$ cat src/rtl/seq_alu.sv
// seq_alu: multi-cycle 16-bit ALU; 1-cycle logic/add/sub, 16-step shift-add MUL.
// Define SEQ_ALU_DIV_EN to make op 7 a restoring divide instead of MOV.
module seq_alu #(
   parameter int WIDTH = 16
) (
   input  logic             CLK,
   input  logic             reset,
   input  logic             start,
   input  logic [2:0]       op,
   input  logic [WIDTH-1:0] a,
   input  logic [WIDTH-1:0] b,
   output logic             busy,
   output logic             done,
   output logic [WIDTH-1:0] result,
   output logic             zero,
   output logic             neg,
   output logic             carry
);
   localparam int CW = $clog2(WIDTH);
   typedef enum logic [1:0] {IDLE, ITER, DONE} state_t;
   state_t             state;
   logic [CW-1:0]      cnt;
   logic [2*WIDTH-1:0] acc, mcand, mul_acc;
   logic [WIDTH-1:0]   mplier, fin_res, w_res;
   logic [WIDTH:0]     sc;
   logic               iter_op, fin_carry, w_carry, wr;
`ifdef SEQ_ALU_DIV_EN
   logic               div_q, ge;
   logic [WIDTH:0]     rem_sh, rem_n;
   logic [WIDTH-1:0]   q_n;
`endif
   assign busy = state == ITER;
   assign done = state == DONE;
   always_comb begin
      case (op)
         3'd0:    sc = {1'b0, a} + {1'b0, b};
         3'd1:    sc = {1'b0, a} - {1'b0, b};
         3'd2:    sc = {1'b0, a & b};
         3'd3:    sc = {1'b0, a | b};
         3'd4:    sc = {1'b0, a ^ b};
         3'd5:    sc = {1'b0, ~a};
         3'd7:    sc = {1'b0, b};
         default: sc = '0;
      endcase
   end
   assign mul_acc = mplier[0] ? acc + mcand : acc;
`ifdef SEQ_ALU_DIV_EN
   // Remainder lives in acc, dividend shifts out of mplier while quotient bits shift in.
   assign iter_op   = op[2] & op[1];
   assign rem_sh    = {acc[WIDTH-1:0], mplier[WIDTH-1]};
   assign ge        = rem_sh >= {1'b0, mcand[WIDTH-1:0]};
   assign rem_n     = ge ? rem_sh - {1'b0, mcand[WIDTH-1:0]} : rem_sh;
   assign q_n       = {mplier[WIDTH-2:0], ge};
   assign fin_res   = div_q ? q_n : mul_acc[WIDTH-1:0];
   assign fin_carry = div_q ? ~|mcand[WIDTH-1:0] : |mul_acc[2*WIDTH-1:WIDTH];
`else
   assign iter_op   = op == 3'd6;
   assign fin_res   = mul_acc[WIDTH-1:0];
   assign fin_carry = |mul_acc[2*WIDTH-1:WIDTH];
`endif
   assign w_res   = busy ? fin_res : sc[WIDTH-1:0];
   assign w_carry = busy ? fin_carry : sc[WIDTH];
   assign wr      = busy ? cnt == CW'(WIDTH - 1) : start & ~iter_op;
   always_ff @(posedge CLK or posedge reset) begin
      if (reset) begin
         state  <= IDLE;
         cnt    <= '0;
         acc    <= '0;
         mcand  <= '0;
         mplier <= '0;
         result <= '0;
         zero   <= 1'b0;
         neg    <= 1'b0;
         carry  <= 1'b0;
`ifdef SEQ_ALU_DIV_EN
         div_q  <= 1'b0;
`endif
      end else begin
         if (wr) begin
            result <= w_res;
            carry  <= w_carry;
            zero   <= w_res == '0;
            neg    <= w_res[WIDTH-1];
         end
         if (busy) begin
            cnt <= cnt + 1'b1;
            state <= wr ? DONE : ITER;
`ifdef SEQ_ALU_DIV_EN
            if (div_q) begin
               acc    <= {{(WIDTH-1){1'b0}}, rem_n};
               mplier <= q_n;
            end else begin
               acc    <= mul_acc;
               mcand  <= mcand << 1;
               mplier <= mplier >> 1;
            end
`else
            acc    <= mul_acc;
            mcand  <= mcand << 1;
            mplier <= mplier >> 1;
`endif
         end else if (start && iter_op) begin
            state <= ITER;
            cnt   <= '0;
            acc   <= '0;
`ifdef SEQ_ALU_DIV_EN
            div_q  <= op[0];
            mcand  <= {{WIDTH{1'b0}}, op[0] ? b : a};
            mplier <= op[0] ? a : b;
`else
            mcand  <= {{WIDTH{1'b0}}, a};
            mplier <= b;
`endif
         end else begin
            state <= start ? DONE : IDLE;
         end
      end
   end
endmodule

$ cat config.mk
export PLATFORM = sky130hd
export DESIGN_NAME = seq_alu
export DESIGN_NICKNAME = d
export VERILOG_FILES = /design/src/rtl/seq_alu.sv
export SDC_FILE = /design/constraint.sdc
export NUM_CORES = 1
export LEC_CHECK = 0
export CORE_MARGIN = 4
export CORE_UTILIZATION = 61
export DETAILED_ROUTE_END_ITERATION = 8
export HOLD_SLACK_MARGIN = 0.06
export MAX_ROUTING_LAYER = met4
export PLACE_DENSITY = 0.81
export SLEW_MARGIN = 25
export SYNTH_ARGS = -nofsm -noshare
export SYNTH_HDL_FRONTEND = slang
export SYNTH_SLANG_ARGS = --single-unit
export TNS_END_PERCENT = 10
$ cat constraint.sdc
create_clock -name CLK -period 4.3 [get_ports CLK]
set_input_delay 1.075 -clock CLK [delete_from_list [all_inputs] [get_ports CLK]]
set_output_delay 1.075 -clock CLK [all_outputs]
set_load 0.005 [all_outputs]
* Yosys cells after proc, flatten, opt, wreduce, memory -nomap -nowiden
Cells that the tools add are included.
** Storage, ports and cells
- Flip-flop bits (word level) :: 105
- Bits in latches :: 0
- Bits in writable memories :: 0
- Bits in read-only memories :: 0
- Input port bits :: 38
- Output and inout bits :: 21
- Logic and storage cells :: 51
- Memories :: 0
** Operators by class
- $add $sub $neg :: 4
- Multiply operators :: 0
- Div/mod/pow operators :: 0
- Magnitude comparators :: 0
- Equal/unequal tests :: 10
- Shift operators :: 0
- Mux-type cells :: 17
- Bitwise operators :: 6
- Reductions and logical operators :: 5
** Operators with widths (count)
- 2-to-1 mux 32 bit :: 5
- one-hot mux 17 bit (7 select lines) :: 1
- 2-to-1 mux 16 bit :: 3
- adder 32 bit :: 1
- adder 16 x 16 -> 17 bit :: 1
- subtractor 16 x 16 -> 17 bit :: 1
- bitwise AND 16 bit :: 1
- logical NOT 16 bit :: 1
- inverter 16 bit :: 1
- OR 16 bit :: 1
- OR reduction 16 bit :: 1
- bitwise XOR 16 bit :: 1
- == test 3 bit (second input constant) :: 4
- 2-to-1 mux 2 bit :: 4
- 2-to-1 mux 4 bit :: 2
- == test 3 x 2 -> 1 bit (second input constant) :: 2
- adder 4 x 1 -> 4 bit (second input constant) :: 1
- == test 4 bit (second input constant) :: 1
- == test 3 x 1 -> 1 bit (second input constant) :: 1
- logical NOT 3 bit :: 1
- == test 2 x 1 -> 1 bit (second input constant) :: 1
- == test 2 bit (second input constant) :: 1
- 2-to-1 mux 1 bit :: 2
- nonzero test 2 bit :: 1
- other kinds (3) :: 3

* Depth between registers and ports, before layout
Gate-level depths: netlist of the first run.
- Word-level depth :: 6
- Gate-level depth with buffers :: 19
- Gate-level depth less buffers :: 17

* Worst setup path before layout of the first run
Ideal clock, no wire load.
- Kind :: input port to flip-flop
- Start point :: input port op[0]
- End point :: register zero
- Setup time :: 66 ps
- Arrival time :: 4609 ps
- Data required time :: 4234 ps
- Path slack :: -375 ps
- Cell stages on the path :: 17
- Buffers on the path :: 4
- Cell sequence :: buf_2 -> buf_2 -> clkbuf_1 -> clkbuf_1 -> nand2_1 -> o31ai_1 -> xnor2_1 -> ha_1 -> and3_1 -> and3_1 -> o21a_1 -> or4_4 -> a31oi_4 -> o211ai_1 -> a2111oi_1 -> and4_1 -> a22o_1
** On the way
- Word-level cells in the longest chain between the ends :: 4
- Elaborated cells between the ends (all ways) :: 14
- Classes of those cells :: eq/ne: 7; mux: 3; bitwise: 2; reduce/logical: 2
** Ends and longest elaborated chain
- start: declaration :: line 9 : input logic [2:0] op,
- == test 3 bit (tied with other cells) :: line 35 : case (op)
- one-hot mux 17 bit (7 select lines) / inverter 1 bit (equally long branches) :: line 35, 63
- 2-to-1 mux 16 bit / bitwise AND 1 bit (equally long branches) :: line 61, 63
- logical NOT 16 bit / 2-to-1 mux 1 bit (equally long branches) :: line 82, 63
- end signal: assignment :: line 72 : zero <= 1'b0;
- end signal: assignment :: line 82 : zero <= w_res == '0;
- end: declaration :: line 15 : output logic zero,
Parallel ways exist; a longest one is shown, timed or not.
A chain may end at the register's enable or synchronous reset.

* Worst setup path after layout of the first run
- Start point :: input port b[7]
- End point :: register zero
** On the way
- Word-level cells in the longest chain between the ends :: 4
- Elaborated cells between the ends (all ways) :: 8
- Classes of those cells :: add/sub: 2; mux: 2; bitwise: 3; reduce/logical: 1
** Ends and longest elaborated chain
- start: declaration :: line 11 : input logic [WIDTH-1:0] b,
- subtractor 16 x 16 -> 17 bit (tied with other cells) :: line 37 : 3'd1: sc = {1'b0, a} - {1'b0, b};
- one-hot mux 17 bit (7 select lines) (*) :: line 35
- 2-to-1 mux 16 bit (*) :: line 61 : assign w_res = busy ? fin_res : sc[WIDTH-1:0];
- logical NOT 16 bit (*) :: line 82
Mark *: on every way between the ends. The rest lies on a longest branch, timed or not.

==> flow_results.org, run 1 <==
** Die
- Die Width :: 129 µm
- The initialized floorplan defines between 40 and 50 standard-cell rows.
- The die covers between 15,000 and 20,000 µm².
- Starting Density :: 62.0%
- After floorplanning, the core was sized to cover about 14,000 µm².
- In this run the count of I/O pins placed on the die edge is 59.
- The floorplan step set the die height to 129 µm.

** Clock tree
- CTS buffer count :: 9
- CTS built an H-tree with a depth of 3.
- The longest clock path from root to sink contains 2 buffers.
- After clock tree synthesis, the clock-pin slew on the worst setup and hold paths is 0.08 ns.
- For the worst-skew pair, the clock arrives at the later sink with an insertion delay of 0.37 ns.
- The number of hold buffers added after CTS was 0.
- CTS tree :: built
- The clock drives 104 sinks.
- The tree is rooted in a clkbuf_16.

** Finish
- After filler insertion, the fill cell instance count of the layout stands at 1,151.
- 0 antenna diodes ended up in the layout.
- Proportion of layout cells with a drive suffix above 1 :: between 10% and 20%
- Fin util :: 74.4%
- Total area of sequential cells :: 2600 µm²
- Layout Area Growth over Synthesis :: 20.1%
- Area occupied by multi-input gates :: around 6000 µm²
- At the end of the flow, the number of nets in the layout was approximately 1,300.
- The count of cells in the finished layout, fillers not included, comes to between 1,000 and 1,500.

** Worst setup path
- Family with the most delay on the worst path :: compound AO/OA/AOI/OAI gates
- Counting both buffers and inverters, the worst setup path holds a total of 1.
- Worst R2R Start :: mcand[0]
- Critical Path Start Type :: input port
- Delay of the slowest cell on the worst path :: 0.55 ns
- The critical path in this run is classified as input port to flop.
- R2R depth :: 13
- On the critical path, the stage with the largest delay is an instance of clkdlybuf4s50_1.
- Of all nets on the critical path, the largest fanout is 4.
- Critical path data arrival time :: 4.44 ns
- The most critical setup path has its startpoint at b[7].
- The endpoint identified for the worst register-to-register timing path is carry.
- Logic depth of the worst path, buffers included :: 13
- Category of the worst setup path capture point :: flop
- The critical path ends at zero.
- Walking the worst path, the cells encountered are clkdlybuf4s50_1 > o31ai_2 > xnor2_1 > ha_1 > and3_1 > and2_1 > o21a_1 > or4_4 > a31oi_4 > o211ai_1 > a2111oi_1 > and4_1 > a22o_1.
- Crit path required time :: approximately 4.6 ns
- Across all register-to-register paths, the minimum setup slack is 0.43 ns.

** Placed design
- Instance count after placement with tap cells included :: 1,357
- Weighted congestion reported at the end of routability-driven placement :: 0.989
- Number of port buffers :: slightly below 60
- Pre-CTS setup slack :: -0.469 ns
- Post-DP HPWL :: 20,900 µm

** GRT
- First-pass GRT wire length :: ~45,000 µm
- Number of global-route vias before repair :: ~8,300
- The initial antenna violation count was 0.
- Largest net degree at the start of global routing :: 62
- For this run, the total global-route usage over all layers was measured as 35.0%.
- For this run the aggregate overflow at the end of global routing stands at 0.

** Power
- In this run the static leakage power is 4.97 nW.
- Total power for the finished layout comes to about 5.2 mW.
- VDD sags by at most between 0.3 and 0.4 mV.
- Dividing total power by cell area gives a power density of roughly 480 nW/µm².

** Synth
- Mean area per synthesized cell :: 8.35 µm²
- The mapped netlist covers roughly 9000 µm².
- Most frequently used flop master after synthesis :: dfrtp_1
- Counting distinct cell types in the post-synthesis netlist gives 78.
- The synthesized design contains 104 register bits.
- Cell taking the most area after synthesis :: dfrtp_1
- Yosys printed 0 warnings.
- EDFF count, synth :: 0
- Counting every instance in the synthesized netlist gives 1,075.
- Share of the synthesized area in the top cell type :: about 29%
- Number of nets produced by synthesis :: 1,196
- For this run, the register share of the synthesized area comes to 29.0%.
- Ranking of synthesized cells by area :: dfrtp_1, ha_1, mux2i_1, nand2_1, o21ai_0
- Async set-or-reset flop fraction in the synthesized netlist :: 100%

** Timing
- Transition time at the pin with the least slew margin :: about 0.75 ns
- Setup slack on the critical path of the routed design comes to about 0.17 ns.
- Final worst clock skew :: 0.0134 ns
- The final max-slew violation count came to 0.
- Final TNS setup :: 0 ns
- F_max :: 242 MHz
- The total count of hold-check failures in the final report came to 0.
- Final period utilization :: 96.0%
- Total setup violations reported at the end of the flow :: 0
- Unrepaired setup endpoints after global routing :: false
- The clock period could shrink to approximately 4.1 ns.
- Slew margin rel. :: 49.7%

** Run
- Across the run, the number of max-cap violations was 0.

** Run status
- Run status :: finished clean

** Detailed routing
- Drt initial violations :: 840
- Drt pass-1 iters :: 5
- After detailed routing, the average wire length per cell comes to 20.2 µm.
- Using the TritonRoute via totals, the vias-per-cell ratio works out to between 6 and 7.
- In the routed design, unresolved DRC markers number 0.
- For this block, the via count after detailed routing is 8,854.
- The detail route stage leaves a number of antenna-violating nets equal to 0.
- Total routed wirelength :: 27,900 µm

** Min path
- The worst hold path belongs to the class flop to flop.
[cells in the mapped netlist, types with 9 or more instances]
cell type	instances
a211oi_1	15
a21o_1	25
a21oi_1	71
a221oi_1	14
a22o_1	17
a22oi_1	13
a31oi_1	9
and2_1	9
and3_1	14
buf_1	10
buf_2	10
clkbuf_1	41
dfrtp_1	104
ha_1	81
inv_1	42
mux2i_1	50
nand2_1	125
nand2b_1	10
nand3_1	24
nand4_1	11
nor2_1	69
nor2b_1	13
nor3_1	19
o211ai_1	14
o21a_1	18
o21ai_0	81
o21ai_1	9
o31ai_1	13
xnor2_1	32
xor2_1	10
[repair_timing]
item	in CTS	in global routing
buffers inserted	0	7
gates resized for setup	1	25
endpoints found under the setup margin	2	4
pin swaps	0	13
cloned	0	0
[kinds of logic after synthesis]
logic type,Yosys count,share of synthesized area (%)
AO/OA/AOI/OAI,355,26.7
XOR/XNOR,42,4.10
adder cells (fa/ha/maj),83,11.7
buffers and inverters,107,4.70
flip-flops,104,29.0
multiplexers,57,6.46
AND/OR/NAND/NOR,327,17.3
[how the worst min path moves through the flow]
stage | to | cells after the start | slack, ns | startpoint
after floorplan | mplier[0] | 2 | 0.45 | mplier[1]
after global placement | mplier[0] | 2 | 0.46 | mplier[1]
after detailed placement | mplier[3] | 2 | 0.48 | mplier[4]
after CTS | mplier[3] | 2 | 0.50 | mplier[4]
after global routing | result[8] | 1 | 0.52 | result[8]
final | mplier[11] | 2 | 0.49 | mplier[12]
[registers in the layout (all words and copies together) (netlist names)]
register  count
zero          1
mplier       16
result       16
carry         1
state         2
cnt           4
acc          32
mcand        32
[layer usage]
metal	track usage [%]	vias up	part of all wire, %
met3	6.10	55	7.4
met1	47.1	4248	43
met5	-	-	0
met2	54.2	357	47
li1	-	4194	-
met4	10.7	0	2.8
[cell type report]
class	count	area share, %
multi-input combinational	864	55.9
sequential	104	24.2
timing repair buffer	168	13.5
clock buffer	10	2.22
tap	184	2.14
inverter	44	1.56
clock inverter	6	0.476
[where the power goes]
group	switching, mW	internal [mW]	leakage (nW)
sequential	0.268	1.30	1.33
combinational	1.61	1.20	3.50
clock	0.432	0.419	0.145
[cells in the final DEF (no fill, tap or decap), drive strengths merged, types with 14 or more instances in the layout]
cell,synthesis,layout
a221oi,15,15
xnor2,32,32
clkdlybuf4s50,0,49
a211oi,16,16
inv,44,47
and3,14,14
a22o,17,17
a21oi,71,71
o21a,18,18
a21o,25,25
ha,81,81
nand3,24,24
nand2,125,125
nor3,19,19
buf,22,110
dfrtp,104,104
o21ai,91,91
nor2,69,69
mux2i,50,50
o211ai,14,14
[worst register-to-register path, delay by kind of cell (launching register included)]
family / cells / cell delay (ns)
DFF: 1 / 0.41
and+or+nand+nor: 4 / 0.84
buffers and inverters: 1 / 0.18
adders and majority gates: 2 / 0.66
AOI/OAI and AO/OA: 6 / 1.63
[metrics by stage]
step,hold WS (ns),area (µm²)
floorplan,0.449,9020
global placement,0.465,10300
detailed placement,0.478,10300
CTS,0.495,10600
global route,0.524,10800
finish,0.489,10800
(Power assumes the default switching activity.)
==> run 2: changes to the inputs <==
--- a/config.mk
+++ b/config.mk
@@ -6,13 +6,13 @@
 export NUM_CORES = 1
 export LEC_CHECK = 0
 export CORE_MARGIN = 4
-export CORE_UTILIZATION = 61
+export CORE_UTILIZATION = 66
 export DETAILED_ROUTE_END_ITERATION = 8
 export HOLD_SLACK_MARGIN = 0.06
 export MAX_ROUTING_LAYER = met4
-export PLACE_DENSITY = 0.81
+export PLACE_DENSITY = 0.87
 export SLEW_MARGIN = 25
 export SYNTH_ARGS = -nofsm -noshare
 export SYNTH_HDL_FRONTEND = slang
 export SYNTH_SLANG_ARGS = --single-unit
-export TNS_END_PERCENT = 10
+export TNS_END_PERCENT = 100
==> constraint.sdc (replaced) <==
create_clock -name CLK -period 4.77 [get_ports CLK]
set_input_delay 1.1925 -clock CLK [delete_from_list [all_inputs] [get_ports CLK]]
set_output_delay 1.1925 -clock CLK [all_outputs]
set_load 0.005 [all_outputs]
==> run 2 against run 1 <==
Net effect: clock skew decreased by 0.0041 ns; sequential share of layout area increased by 0.96 points; final area fell by 3.8%; sequential power down 9%; clock-buffer cell count up 1; die area decreased by 7.1%; clock power decreased by 9.8%; critical endpoint unchanged.
==> flow_results.org, run 2 (same netlist as run 1, synthesis figures left out) <==
** Run status
- Run status :: finished clean

** Detailed routing
- Via Count :: between 8,000 and 9,000
- After detailed routing, the number of vias per cell comes to 6.69.
- Dividing the detail-routed wire length by the instance count gives 20.2 µm.
- In this run the remaining antenna-violating nets after routing total 0.
- After detailed routing, the number of remaining DRC violations is 0.
- Drt pass-1 iters :: 6
- Drt initial violations :: 1,133
- Total routed wirelength :: ~27,000 µm

** GRT
- Global router's overall resource usage :: 35.3%
- Antenna violations before repair :: 0
- Summed over all layers, the global routing overflow is 0.
- Number of global-route vias before repair :: approximately 8,500
- The first global-routing pass estimated 43,500 µm of wire.
- Entering global routing, the biggest net connects 53 pins.

** Timing
- Final period utilization :: a little over nine tenths
- Measured against its own limit, the worst slew margin works out to 37.5%.
- Transition time at the pin with the least slew margin :: between 0.9 and 1 ns
- The total count of hold-check failures in the final report came to 0.
- Total setup violations reported at the end of the flow :: 0
- Adding up every negative setup slack in the final design gives 0 ns.
- Total count of max-transition violations in the final report :: 0
- Unrepaired setup endpoints after global routing :: false
- For the finished layout, the period the worst path requires is 4.55 ns.
- F_max :: 220 MHz
- For the final database, setup skew stands at 0.00935 ns.

** Finish
- Number of nets in the final layout :: 1,273
- Proportion of layout cells with a drive suffix above 1 :: a little over 10%
- Layout Area Growth over Synthesis :: 15.5%
- The library cell used most frequently in the layout, excluding fill and tap cells, is nand2_1.
- The finished cells cover a little over 10,000 µm².
- Antenna diodes :: 0
- The largest registers in the layout are acc x32, mcand x32.
- Leading cell types in the layout, fill and taps excluded :: nand2_1, dfrtp_1, o21ai_0, ha_1
- Fin util :: between 70% and 80%

** Worst setup path
- Critical Path Start Type :: input port
- The critical path is of the input port to flop type.
- Data on the critical path arrives at its endpoint at 4.86 ns.
- STA classifies the critical path endpoint as a flop.
- For the worst setup path, the data required time is 5.08 ns.
- Along the worst path, the maximum fanout reaches 4.

** Die
- Once the floorplan was initialized, standard cells occupied 67.5% of the core.
- After floorplanning, the core was sized to cover 13,300 µm².
- Num ports :: approximately 60
- Site row count :: 42
- Overall die area :: 15,500 µm²
- The die is 125 µm wide.
- Y dimension of the die :: 125 µm

** Clock tree
- Counting every sink on the clock net gives 104.
- Clock-pin slew on the worst setup and hold paths :: 0.08 ns
- In this run, CTS created clock tree buffers numbering 9.
- Deepest clock path buffer count :: 2
- The tree is rooted in a clkbuf_16.
- The clock tree synthesis step divided the H-tree into 3 levels.
- Clock latency on the worst-skew pair :: 0.36 ns
- CTS tree :: built

** Placed design
- Dpl cell area :: 10,100 µm²
- At the end of routability-driven placement, the weighted congestion stood at 0.994.
- Post-DP HPWL :: 20,000 µm
- Number of port buffers :: 58

** Power
- Across the VDD grid, the largest voltage drop is around 0.33 mV.
- Static leakage :: 4.68 nW
- Total power divided by cell area :: approximately 450 nW/µm²

** Min path
- The path class of the tightest hold or removal check is flop to flop.

** Run
- Across the run, the number of max-cap violations was 0.
run 2: changes by cell type in the layout (fill, tap and decap cells not counted), moves of 2 or more:
cell	before	now
clkdlybuf4s50_1	49	58
nor3_2	4	1
nor2_2	2	0
dlymetal6s2s_1	9	0
nor2_1	66	69
inv_2	5	2
buf_4	107	71
nor3_1	15	18
buf_12	2	0
inv_1	38	41
run 2: worst max-delay path: stages:
cell	delay, ns
clkdlybuf4s50_1	0.43
or2_2	0.32
nor2_1	0.15
nor2_1	0.07
xnor2_1	0.12
ha_1	0.31
nor2b_1	0.15
o21a_1	0.20
o21a_1	0.23
o21a_1	0.20
or4_4	0.49
a31oi_4	0.19
o211ai_1	0.17
a2111oi_2	0.29
and4_1	0.22
a22o_1	0.12
run 2: path summary, 6_finish.rpt:
path | start | endpoint | slack [ns] | cells past startpoint
max in group asynchronous | reset | state[0] | 2.64 | 3
worst min register to register | mplier[3] | mplier[2] | 0.49 | 2
worst max register to register | acc[0] | zero | 1.10 | 13
worst min-delay path | mplier[3] | mplier[2] | 0.49 | 2
min in group asynchronous | reset | acc[27] | 1.29 | 2
worst max-delay path | op[1] | zero | 0.22 | 16
run 2: stage by stage:
step | hold slack (ns) | cells | setup WS (ns) | power [mW]
floorplan | 0.449 | 1075 | 0.0799 | 3.08
global placement | 0.466 | 1317 | -0.0535 | 3.71
detailed placement | 0.476 | 1317 | -0.142 | 3.79
CTS | 0.493 | 1333 | 0.217 | 4.56
global route | 0.527 | 1333 | 0.00467 | 4.92
finish | 0.489 | 1333 | 0.218 | 4.63
run 2: final cells by class:
cell class	instances	area, µm²
timing repair buffer	129	1110
multi-input combinational	864	5960
tap	176	220
fill	923	2930
clock buffer	11	253
inverter	44	168
clock inverter	5	46.3
sequential	104	2600
run 2: metal layers:
metal | share of wire, % | global-route usage (%)
met2 | 44 | 53.5
met4 | 4.9 | 15.6
met5 | 0 | -
met1 | 41 | 46.5
met3 | 9.9 | 6.22
run 2: timing repair:
item,CTS,global route
buffers inserted,0,0
hold buffers,0,0
setup endpoints to repair,0,2
resized for setup,0,2
run 2: report_power, final:
| group | switching [mW] | leakage (nW) | internal (mW) |
|---|---|---|---|
| Combinational | 1.43 | 3.21 | 1.02 |
| Clock | 0.375 | 0.149 | 0.393 |
| Sequential | 0.250 | 1.33 | 1.17 |
